File: src/rtl/ssemi_cic_decimator_mc_pkg.sv
// Shared types and constants for the multi-channel CIC decimator.
package ssemi_cic_decimator_mc_pkg;

    typedef enum logic [0:0] {
        ST_IDLE = 1'b0,
        ST_EMIT = 1'b1
    } state_t;

    localparam int MIN_DEC_LOG2     = 5;
    localparam int DEF_NUM_CH       = 4;
    localparam int DEF_CIC_STAGES   = 4;
    localparam int DEF_IN_W         = 16;
    localparam int DEF_OUT_W        = 24;
    localparam int DEF_MAX_DEC_LOG2 = 9;
    localparam int DEF_DEC_LOG2     = 6;

    // Accumulator width that holds the full CIC gain at the largest decimation.
    function automatic int calc_acc_w(input int in_w, input int stages, input int max_dec_log2);
        return in_w + stages * max_dec_log2;
    endfunction

endpackage

File: src/rtl/ssemi_cic_integrator_bank.sv
// NUM_CH x CIC_STAGES integrator array; every stage of every channel advances
// together on each accepted frame, wrapping modulo 2^ACC_W.
module ssemi_cic_integrator_bank #(
    parameter int NUM_CH     = 4,
    parameter int CIC_STAGES = 4,
    parameter int IN_W       = 16,
    parameter int ACC_W      = 52
) (
    input  logic                    clk,
    input  logic                    rst,
    input  logic                    clr,
    input  logic                    en,
    input  logic [NUM_CH*IN_W-1:0]  data,
    output logic [NUM_CH*ACC_W-1:0] last_next
);

    logic signed [ACC_W-1:0] integ    [NUM_CH][CIC_STAGES];
    logic signed [ACC_W-1:0] stage_in [NUM_CH][CIC_STAGES];

    // Stage inputs: sign-extended sample into stage 0, previous stage value into the rest;
    // last_next is what the final stage will hold after this accept.
    always_comb begin
        for (int ch = 0; ch < NUM_CH; ch++) begin
            stage_in[ch][0] = {{(ACC_W-IN_W){data[ch*IN_W+IN_W-1]}}, data[ch*IN_W +: IN_W]};
            for (int s = 1; s < CIC_STAGES; s++) begin
                stage_in[ch][s] = integ[ch][s-1];
            end
            last_next[ch*ACC_W +: ACC_W] = integ[ch][CIC_STAGES-1] + stage_in[ch][CIC_STAGES-1];
        end
    end

    // Integrator state: cleared on reset or reconfiguration, accumulates on accept.
    always_ff @(posedge clk) begin
        if (rst || clr) begin
            for (int ch = 0; ch < NUM_CH; ch++) begin
                for (int s = 0; s < CIC_STAGES; s++) begin
                    integ[ch][s] <= '0;
                end
            end
        end else if (en) begin
            for (int ch = 0; ch < NUM_CH; ch++) begin
                for (int s = 0; s < CIC_STAGES; s++) begin
                    integ[ch][s] <= integ[ch][s] + stage_in[ch][s];
                end
            end
        end
    end

endmodule

File: src/rtl/ssemi_cic_decimator_mc.sv
// Multi-channel CIC decimator: shared integrator bank, time-multiplexed comb
// chain and gain-normalising shifter, channel-serialised valid/ready output.
module ssemi_cic_decimator_mc
    import ssemi_cic_decimator_mc_pkg::*;
#(
    parameter int NUM_CH           = DEF_NUM_CH,
    parameter int CIC_STAGES       = DEF_CIC_STAGES,
    parameter int IN_W             = DEF_IN_W,
    parameter int OUT_W            = DEF_OUT_W,
    parameter int MAX_DEC_LOG2     = DEF_MAX_DEC_LOG2,
    parameter int DEFAULT_DEC_LOG2 = DEF_DEC_LOG2
) (
    input  logic                                         i_clk,
    input  logic                                         i_rst,
    input  logic                                         i_enable,
    input  logic                                         i_valid,
    output logic                                         o_ready,
    input  logic [NUM_CH*IN_W-1:0]                       i_data,
    output logic                                         o_valid,
    input  logic                                         i_ready,
    output logic [OUT_W-1:0]                             o_data,
    output logic [((NUM_CH > 1) ? $clog2(NUM_CH) : 1)-1:0] o_ch,
    input  logic                                         i_cfg_load,
    input  logic [3:0]                                   i_dec_log2,
    input  logic                                         i_clr_status,
    output logic [3:0]                                   o_dec_log2,
    output logic                                         o_cfg_err,
    output logic                                         o_overrun,
    output logic                                         o_busy
);

    localparam int ACC_W  = calc_acc_w(IN_W, CIC_STAGES, MAX_DEC_LOG2);
    localparam int CH_W   = (NUM_CH > 1) ? $clog2(NUM_CH) : 1;
    localparam int GAIN_W = OUT_W - IN_W;

    // Remove the CIC gain (2^(N*dec_log2)) while keeping GAIN_W bits of headroom growth.
    function automatic logic signed [OUT_W-1:0] normalise(input logic signed [ACC_W-1:0] v,
                                                          input logic [3:0] dl2);
        logic [7:0]              sh;
        logic signed [ACC_W-1:0] shifted;
        sh      = 8'(CIC_STAGES * int'(dl2) - GAIN_W);
        shifted = v >>> sh;
        return shifted[OUT_W-1:0];
    endfunction

    state_t                  state_q, state_d;
    logic [CH_W-1:0]         ch_q;
    logic [3:0]              dec_q;
    logic                    cfg_err_q;
    logic                    overrun_q;
    logic [MAX_DEC_LOG2-1:0] cnt_q;
    logic [MAX_DEC_LOG2-1:0] term_cnt;

    logic signed [ACC_W-1:0] snap     [NUM_CH];
    logic signed [ACC_W-1:0] comb_dly [NUM_CH][CIC_STAGES];
    logic signed [ACC_W-1:0] comb_tap [CIC_STAGES];
    logic signed [ACC_W-1:0] comb_acc;
    logic [NUM_CH*ACC_W-1:0] last_next;

    logic is_idle, load_idle, load_ok, accept, cnt_last, term, clr_dp, handshake, last_ch;

    assign is_idle   = (state_q == ST_IDLE);
    assign load_idle = i_cfg_load && is_idle;
    assign load_ok   = (i_dec_log2 >= 4'(MIN_DEC_LOG2)) && (i_dec_log2 <= 4'(MAX_DEC_LOG2));
    assign accept    = i_valid && o_ready && !load_idle;
    assign term_cnt  = MAX_DEC_LOG2'((32'd1 << dec_q) - 32'd1);
    assign cnt_last  = (cnt_q == term_cnt);
    assign term      = accept && cnt_last;
    assign clr_dp    = load_idle && load_ok;
    assign handshake = o_valid && i_ready;
    assign last_ch   = (ch_q == CH_W'(NUM_CH - 1));

    assign o_ready    = i_enable && !cfg_err_q;
    assign o_valid    = (state_q == ST_EMIT);
    assign o_busy     = (state_q == ST_EMIT);
    assign o_ch       = ch_q;
    assign o_dec_log2 = dec_q;
    assign o_cfg_err  = cfg_err_q;
    assign o_overrun  = overrun_q;
    assign o_data     = o_valid ? normalise(comb_acc, dec_q) : '0;

    ssemi_cic_integrator_bank #(
        .NUM_CH     (NUM_CH),
        .CIC_STAGES (CIC_STAGES),
        .IN_W       (IN_W),
        .ACC_W      (ACC_W)
    ) u_integ (
        .clk       (i_clk),
        .rst       (i_rst),
        .clr       (clr_dp),
        .en        (accept),
        .data      (i_data),
        .last_next (last_next)
    );

    // Comb chain for the channel currently being emitted; comb_tap holds each stage input
    // so it can become that stage's delay value once the word is taken.
    always_comb begin
        comb_acc = snap[ch_q];
        for (int s = 0; s < CIC_STAGES; s++) begin
            comb_tap[s] = comb_acc;
            comb_acc    = comb_acc - comb_dly[ch_q][s];
        end
    end

    // Next-state logic: a terminal accept starts a frame, the last channel handshake ends it.
    always_comb begin
        state_d = state_q;
        case (state_q)
            ST_IDLE: if (term) state_d = ST_EMIT;
            ST_EMIT: if (handshake && last_ch) state_d = ST_IDLE;
            default: state_d = ST_IDLE;
        endcase
    end

    // State register.
    always_ff @(posedge i_clk) begin
        if (i_rst) state_q <= ST_IDLE;
        else       state_q <= state_d;
    end

    // Output channel index advances on each taken word and returns to 0 at frame end.
    always_ff @(posedge i_clk) begin
        if (i_rst)          ch_q <= '0;
        else if (handshake) ch_q <= last_ch ? '0 : ch_q + CH_W'(1);
    end

    // Decimation phase counter; a legal reconfiguration restarts it.
    always_ff @(posedge i_clk) begin
        if (i_rst || clr_dp) cnt_q <= '0;
        else if (accept)     cnt_q <= cnt_last ? '0 : cnt_q + MAX_DEC_LOG2'(1);
    end

    // Configuration: only honoured while idle; an illegal value halts input until fixed.
    always_ff @(posedge i_clk) begin
        if (i_rst) begin
            dec_q     <= 4'(DEFAULT_DEC_LOG2);
            cfg_err_q <= 1'b0;
        end else if (load_idle) begin
            if (load_ok) begin
                dec_q     <= i_dec_log2;
                cfg_err_q <= 1'b0;
            end else begin
                cfg_err_q <= 1'b1;
            end
        end
    end

    // Sticky overrun: a new event beats a simultaneous clear.
    always_ff @(posedge i_clk) begin
        if (i_rst)                        overrun_q <= 1'b0;
        else if (term && !is_idle)        overrun_q <= 1'b1;
        else if (i_clr_status)            overrun_q <= 1'b0;
    end

    // Snapshot of the final integrator stage (including the terminal sample) for each channel.
    always_ff @(posedge i_clk) begin
        if (term && is_idle) begin
            for (int ch = 0; ch < NUM_CH; ch++) begin
                snap[ch] <= last_next[ch*ACC_W +: ACC_W];
            end
        end
    end

    // Comb delay registers: committed per channel only when its word is accepted downstream.
    always_ff @(posedge i_clk) begin
        if (i_rst || clr_dp) begin
            for (int ch = 0; ch < NUM_CH; ch++) begin
                for (int s = 0; s < CIC_STAGES; s++) begin
                    comb_dly[ch][s] <= '0;
                end
            end
        end else if (handshake) begin
            for (int s = 0; s < CIC_STAGES; s++) begin
                comb_dly[ch_q][s] <= comb_tap[s];
            end
        end
    end

endmodule

File: config.mk
export PLATFORM = sky130hd
export DESIGN_NAME = ssemi_cic_decimator_mc
export DESIGN_NICKNAME = d
export VERILOG_FILES = /design/src/rtl/ssemi_cic_decimator_mc_pkg.sv /design/src/rtl/ssemi_cic_integrator_bank.sv /design/src/rtl/ssemi_cic_decimator_mc.sv
export SDC_FILE = /design/constraint.sdc
export NUM_CORES = 2
export LEC_CHECK = 0
export CAP_MARGIN = 15
export CORE_ASPECT_RATIO = 0.6
export CORE_MARGIN = 3
export CORE_UTILIZATION = 41
export DETAILED_ROUTE_END_ITERATION = 10
export SLEW_MARGIN = 25
export SYNTH_ARGS = -nofsm -noshare
export SYNTH_HDL_FRONTEND = slang
export SYNTH_SLANG_ARGS = --single-unit
export TNS_END_PERCENT = 5
File: constraint.sdc
create_clock -name i_clk -period 23.1 [get_ports i_clk]
set_input_delay 4.62 -clock i_clk [delete_from_list [all_inputs] [get_ports i_clk]]
set_output_delay 4.62 -clock i_clk [all_outputs]
set_load 0.01 [all_outputs]
# ---- After elaboration in Yosys (flattened, before gate mapping)
# Memories as Yosys holds them, arrays and structs flattened. A register that Yosys moved wholly into a read port is not among the register bits.
# Index checks and enable logic that the tools add are counted.
dict set report word_totals {
  reg_bits 18
  output_inout_bits 35
  mem_count 3
  mem_bits_rw 1872
  in_bits 75
}
# memory words width rd rd_clocked_by_memory_dff write_ports line_no
set memory_table {}
lappend memory_table {comb_dly 4 208 1 1 4 ssemi_cic_decimator_mc.sv:55} ;# logic signed [ACC_W-1:0] comb_dly [NUM_CH][CIC_STAGES];
lappend memory_table {u_integ.integ 4 208 4 0 4 ssemi_cic_integrator_bank.sv:17} ;# logic signed [ACC_W-1:0] integ [NUM_CH][CIC_STAGES];
lappend memory_table {snap 4 52 1 1 4 ssemi_cic_decimator_mc.sv:54} ;# logic signed [ACC_W-1:0] snap [NUM_CH];
dict set report classes {
  bitwise 17
  order_cmp 2
  n_reduce_logical 17
  n_addsub 24
  eq_ne 2
  n_mux 42
  n_shift 2
}
# cell count
set op_table {}
lappend op_table {{$mux W52} 16}
lappend op_table {{$add A52 B52 Y52} 12}
lappend op_table {{$add A52 B16 Y52} 4}
lappend op_table {{$mux W208} 1}
lappend op_table {{$reduce_or A208 Y1} 1}
lappend op_table {{$sub A52 B52 Y52} 4}
lappend op_table {{$sshr A52 B8 Y24} 1}
lappend op_table {{$mux W24} 1}
lappend op_table {{$mux W1} 16}
lappend op_table {{$or A1 B1 Y1} 16}
lappend op_table {{$mux W2} 6}
lappend op_table {{$logic_and A1 B1 Y1} 11}
lappend op_table {{$add A9 B1 Y9 const B} 1}
lappend op_table {{$eq A9 B9 Y1} 1}
lappend op_table {{$mux W9} 1}
lappend op_table {{$shl A1 B4 Y9 const A} 1}
lappend op_table {{$sub A9 B1 Y9 const B} 1}
lappend op_table {{$sub A6 B4 Y7 const B} 1}
lappend op_table {{$ge A4 B3 Y1 const B} 1}
lappend op_table {{$le A4 B4 Y1 const B} 1}
lappend op_table {{$add A2 B1 Y2 const B} 1}
lappend op_table {{$eq A2 B2 Y1 const B} 1}
lappend op_table {{$logic_not A1 Y1} 2}
lappend op_table {{$pmux W1 S2} 1}
lappend op_table {{other kinds (4)} 4}

# ---- Longest topological paths before layout
dict set report depth {
  ltp_word 8
  ltp_mapped 67
  depth_no_buf 58
}

# ---- By module
# A second synthesis with hierarchy kept.
dict set report hier_totals {
  hier_cells 13113
  area_unflattened_um2 131708.8
}
# mod area_per_inst_um2 cells_each instances
set modules_own_cells {}
lappend modules_own_cells {ssemi_cic_integrator_bank 73023.8 8127 1}
lappend modules_own_cells {ssemi_cic_decimator_mc 58685.0 4986 1}

# ---- Worst setup path after synthesis
# Ideal clock, no wire load.
dict set report synth_timing {
  path_kind {input-to-reg}
  startpoint {input i_cfg_load}
  endpoint {memory u_integ.integ[0][0] in the netlist's numbering (enable)}
  cell_stages 6
  t_arrival_ns 21.562
  setup_slack_ns 0.362
  setup_time_ns 1.176
  path_buffers 0
  path_cell_list {nor2b_1 -> o21ai_0 -> nand2b_1 -> nor2b_1 -> nor2b_1 -> inv_1}
}
# element line_no
set synth_rtl {}
lappend synth_rtl {{start: declaration} ssemi_cic_decimator_mc.sv:23} ;# input logic i_cfg_load,
lappend synth_rtl {{end: declaration} ssemi_cic_integrator_bank.sv:17}

==> key figures <==
Timing
  – Final worst path period share: 89.4%
  – RSZ-0062 raised after global routing: no
  – # setup viols final: 0
  – Slew headroom: 24.1%
  – Max Slew Vio Count: 0
  – Worst slew pin tran: 1.14 ns
  – Highest Clock Rate: 48.4 MHz
  – Final Skew: 0.0850 ns
  – Hold WS: 0.494 ns
  – Final TNS setup: 0 ns
  – Tmin final: 20.65 ns
  – Final hold viol count: 0

Power
  – Power per Cell Area: 83.0 nW/um^2
  – Worst VDD drop: 0.0000637 V
  – Lkg Pwr: 54.9 nW

Floorplan
  – Rows: 153
  – Die height: 426 um
  – Total die area: 301000 um^2
  – Core Region: 291000 um^2
  – Ports: 110
  – Starting Density: 41.4%
  – Die Width: 707 um

Logic synthesis
  – Syn nets: 12.4k
  – Top cells by area, synth: edfxtp_1 (47%), ha_1 (10%), nor2_1 (5.1%)
  – Register area share after synthesis: 46.9%
  – Commonest cells post-synth: edfxtp_1 (1872), nor2_1 (1638), ha_1 (1013), a21oi_1 (663), inv_1 (651)
  – Flop and latch count out of synthesis: 1892
  – Cells after synthesis: 11.3k
  – Cell variety after synth: 106
  – Ys Warns: 0
  – Cell area after synthesis: 121000 um^2
  – EDFF count, synth: 1872
  – Post-synth top area cell: edfxtp_1
  – Post-synth top area share: 46.5%
  – Syn avg cell area: 10.7 um^2
  – Async SR Flop Fraction: 0%
  – Main synth FF type: edfxtp_1
  – Cell with the most instances after synthesis: edfxtp_1

Worst setup path
  – Crit. End Element: output pin
  – Critical path type: reg2out
  – Critical Path RT: 18.48 ns
  – Most frequent CP cell: inv_1
  – CP Max Fanout: 25
  – Startpoint Class: flop
  – Critical path's slowest cell: a2111oi_1
  – Reg2Reg Setup Slack: 11.58 ns
  – Worst R2R End: comb_dly[2][49]$_SDFFCE_PN0P_
  – FF-to-FF path depth: 38
  – Max incr delay on CP: 0.92 ns
  – CP arrival: 16.03 ns

Route
  – Drt initial violations: 9350
  – Via count: 88.4k
  – Avg Vias per Cell: 5.74
  – Post-route DRC: 0
  – DRT Wirelength: 335000 um
  – Routed len/inst: 21.7 um
  – Post-route ant nets: 0
  – First drt pass iteration count: 6

Finish
  – Nets@finish: 12.5k
  – Syn-to-layout area delta: 10.0%
  – Share of post-route cells with drive strength above 1: 6.92%
  – Finished layout cell area: 133000 um^2
  – Core Util, Final: 45.6%

GRT
  – GRT Util Overall: 21.6%
  – Gr ovfl total: 0
  – Antenna violations before repair: 12
  – Largest net degree at the start of global routing: 173
  – Vias in the first global route: 84.0k
  – Global-route wire length before repair: 511000 um

Clock tree
  – Post-cts resize count: 0
  – Clock slew at reported path FFs: 0.06 ns
  – CTS Hold Bufs: 0
  – Max clock buf depth: 4
  – # clock sinks: 1892
  – Number of CTS-inserted buffers: 197
  – CTS tree: yes
  – Clock Tree Root: clkbuf_16
  – # H-tree levels: 4
  – Post-CTS Setup Inserts: 0
  – Clock Latency Late Sink: 0.88 ns

Placement
  – HPWL Detailed: 237000 um
  – GP Congestion: 0.896
  – Cell area after placement: 126000 um^2
  – I/O Buffers: 109

Min path
  – Hold Crit Class: reg2reg
  – Worst Hold Endpoint: o_overrun$_SDFFE_PP0P_
  – Hold path start: o_overrun$_SDFFE_PP0P_
  – Worst hold stages: 2

Run
  – Max_cap viols: 0

Status
  – Run status: complete, no violations
-- metal layers --
layer / up-vias / wire length [um] / global-route usage [%]
met5: - / 13 / 0
met2: 2896 / 138000 / 30.8
met1: 43353 / 162000 / 33.8
met4: 2 / 5150 / 3.53
li1: 41827 / - / -
met3: 318 / 29200 / 4.20
-- state kept, by name, summed over array words and instances (netlist names), named ones only --
name and count:
comb_dly 832, u_integ.integ 832, snap 208, cnt_q 9, o_dec_log2 4, o_ch 2
o_busy 1, o_cfg_err 1, o_overrun 1
-- area by class of cell --
type	instances	area [um^2]
Fill cell	26604	158000
Multi-Input combinational cell	8410	60600
Sequential cell	1892	56600
Clock buffer	233	5090
Tap cell	3875	4850
Inverter	652	2450
Timing Repair Buffer	207	1960
Clock inverter	119	1250
Antenna cell	8	20.0
-- power by group --
| part | internal, W | switching (W) | total [W] |
|---|---|---|---|
| Combinational | 0.00130 | 0.00234 | 0.00364 |
| Clock | 0.00184 | 0.00144 | 0.00328 |
| Sequential | 0.00400 | 0.000110 | 0.00411 |
| Total | 0.00714 | 0.00389 | 0.0110 |
-- per-stage QoR --
step,total power (W),worst slack (ns),cells
2_1_floorplan,0.00674,0.362,11283
3_3_place_gp,0.00767,3.50,15034
3_5_place_dp,0.00773,3.47,15034
4_1_cts,0.0110,2.46,15386
5_1_grt,0.0116,1.45,15389
6_report,0.0110,2.45,15396
-- worst max-delay path: cells and delay by family, from the launching register on --
kind / cells / cell delay (ns)
xor+xnor: 3 / 1.31
fa+ha+maj: 5 / 1.57
simple gates: 8 / 1.87
flops: 1 / 0.70
buf+inv: 7 / 1.43
mux: 2 / 0.88
compound gates: 23 / 7.35
-- how the worst max path moves through the flow --
stage	from	to	slack, ns	depth (start not counted)
2_1_floorplan	i_cfg_load	u_integ.integ[0][0]$_SDFFCE_PN0P_	0.36	6
3_3_place_gp	flop	o_data[20]	3.50	53
6_report	flop	o_data[0]	2.45	48
4_1_cts	flop	o_data[0]	2.46	49
5_1_grt	flop	o_data[0]	1.45	49
3_5_place_dp	flop	o_data[0]	3.47	49
-- layout by cell type (no fill, tap or decap), drive strengths merged, types with 102 or more instances in the layout --
cell type	n
a21oi	667
and3	344
inv	657
xor2	334
ha	1013
a211oi	110
a21o	281
buf	102
xnor2	495
o21a	121
clkbuf	233
edfxtp	1872
o21ai	517
mux4	257
nor3	339
nand2b	159
nand3	216
nand2	521
nor2b	137
nor2	1638
and2	252
clkdlybuf4s50	105
-- cell families after synthesis --
family	share of synthesized area, %
AO/OA/AOI/OAI	12.7
XOR/XNOR	6.17
adder cells (fa/ha/maj)	10.9
buffers and inverters	3.06
flip-flops	46.9
multiplexers	5.10
AND/OR/NAND/NOR	15.2
Power figures use the tool's default switching activity.
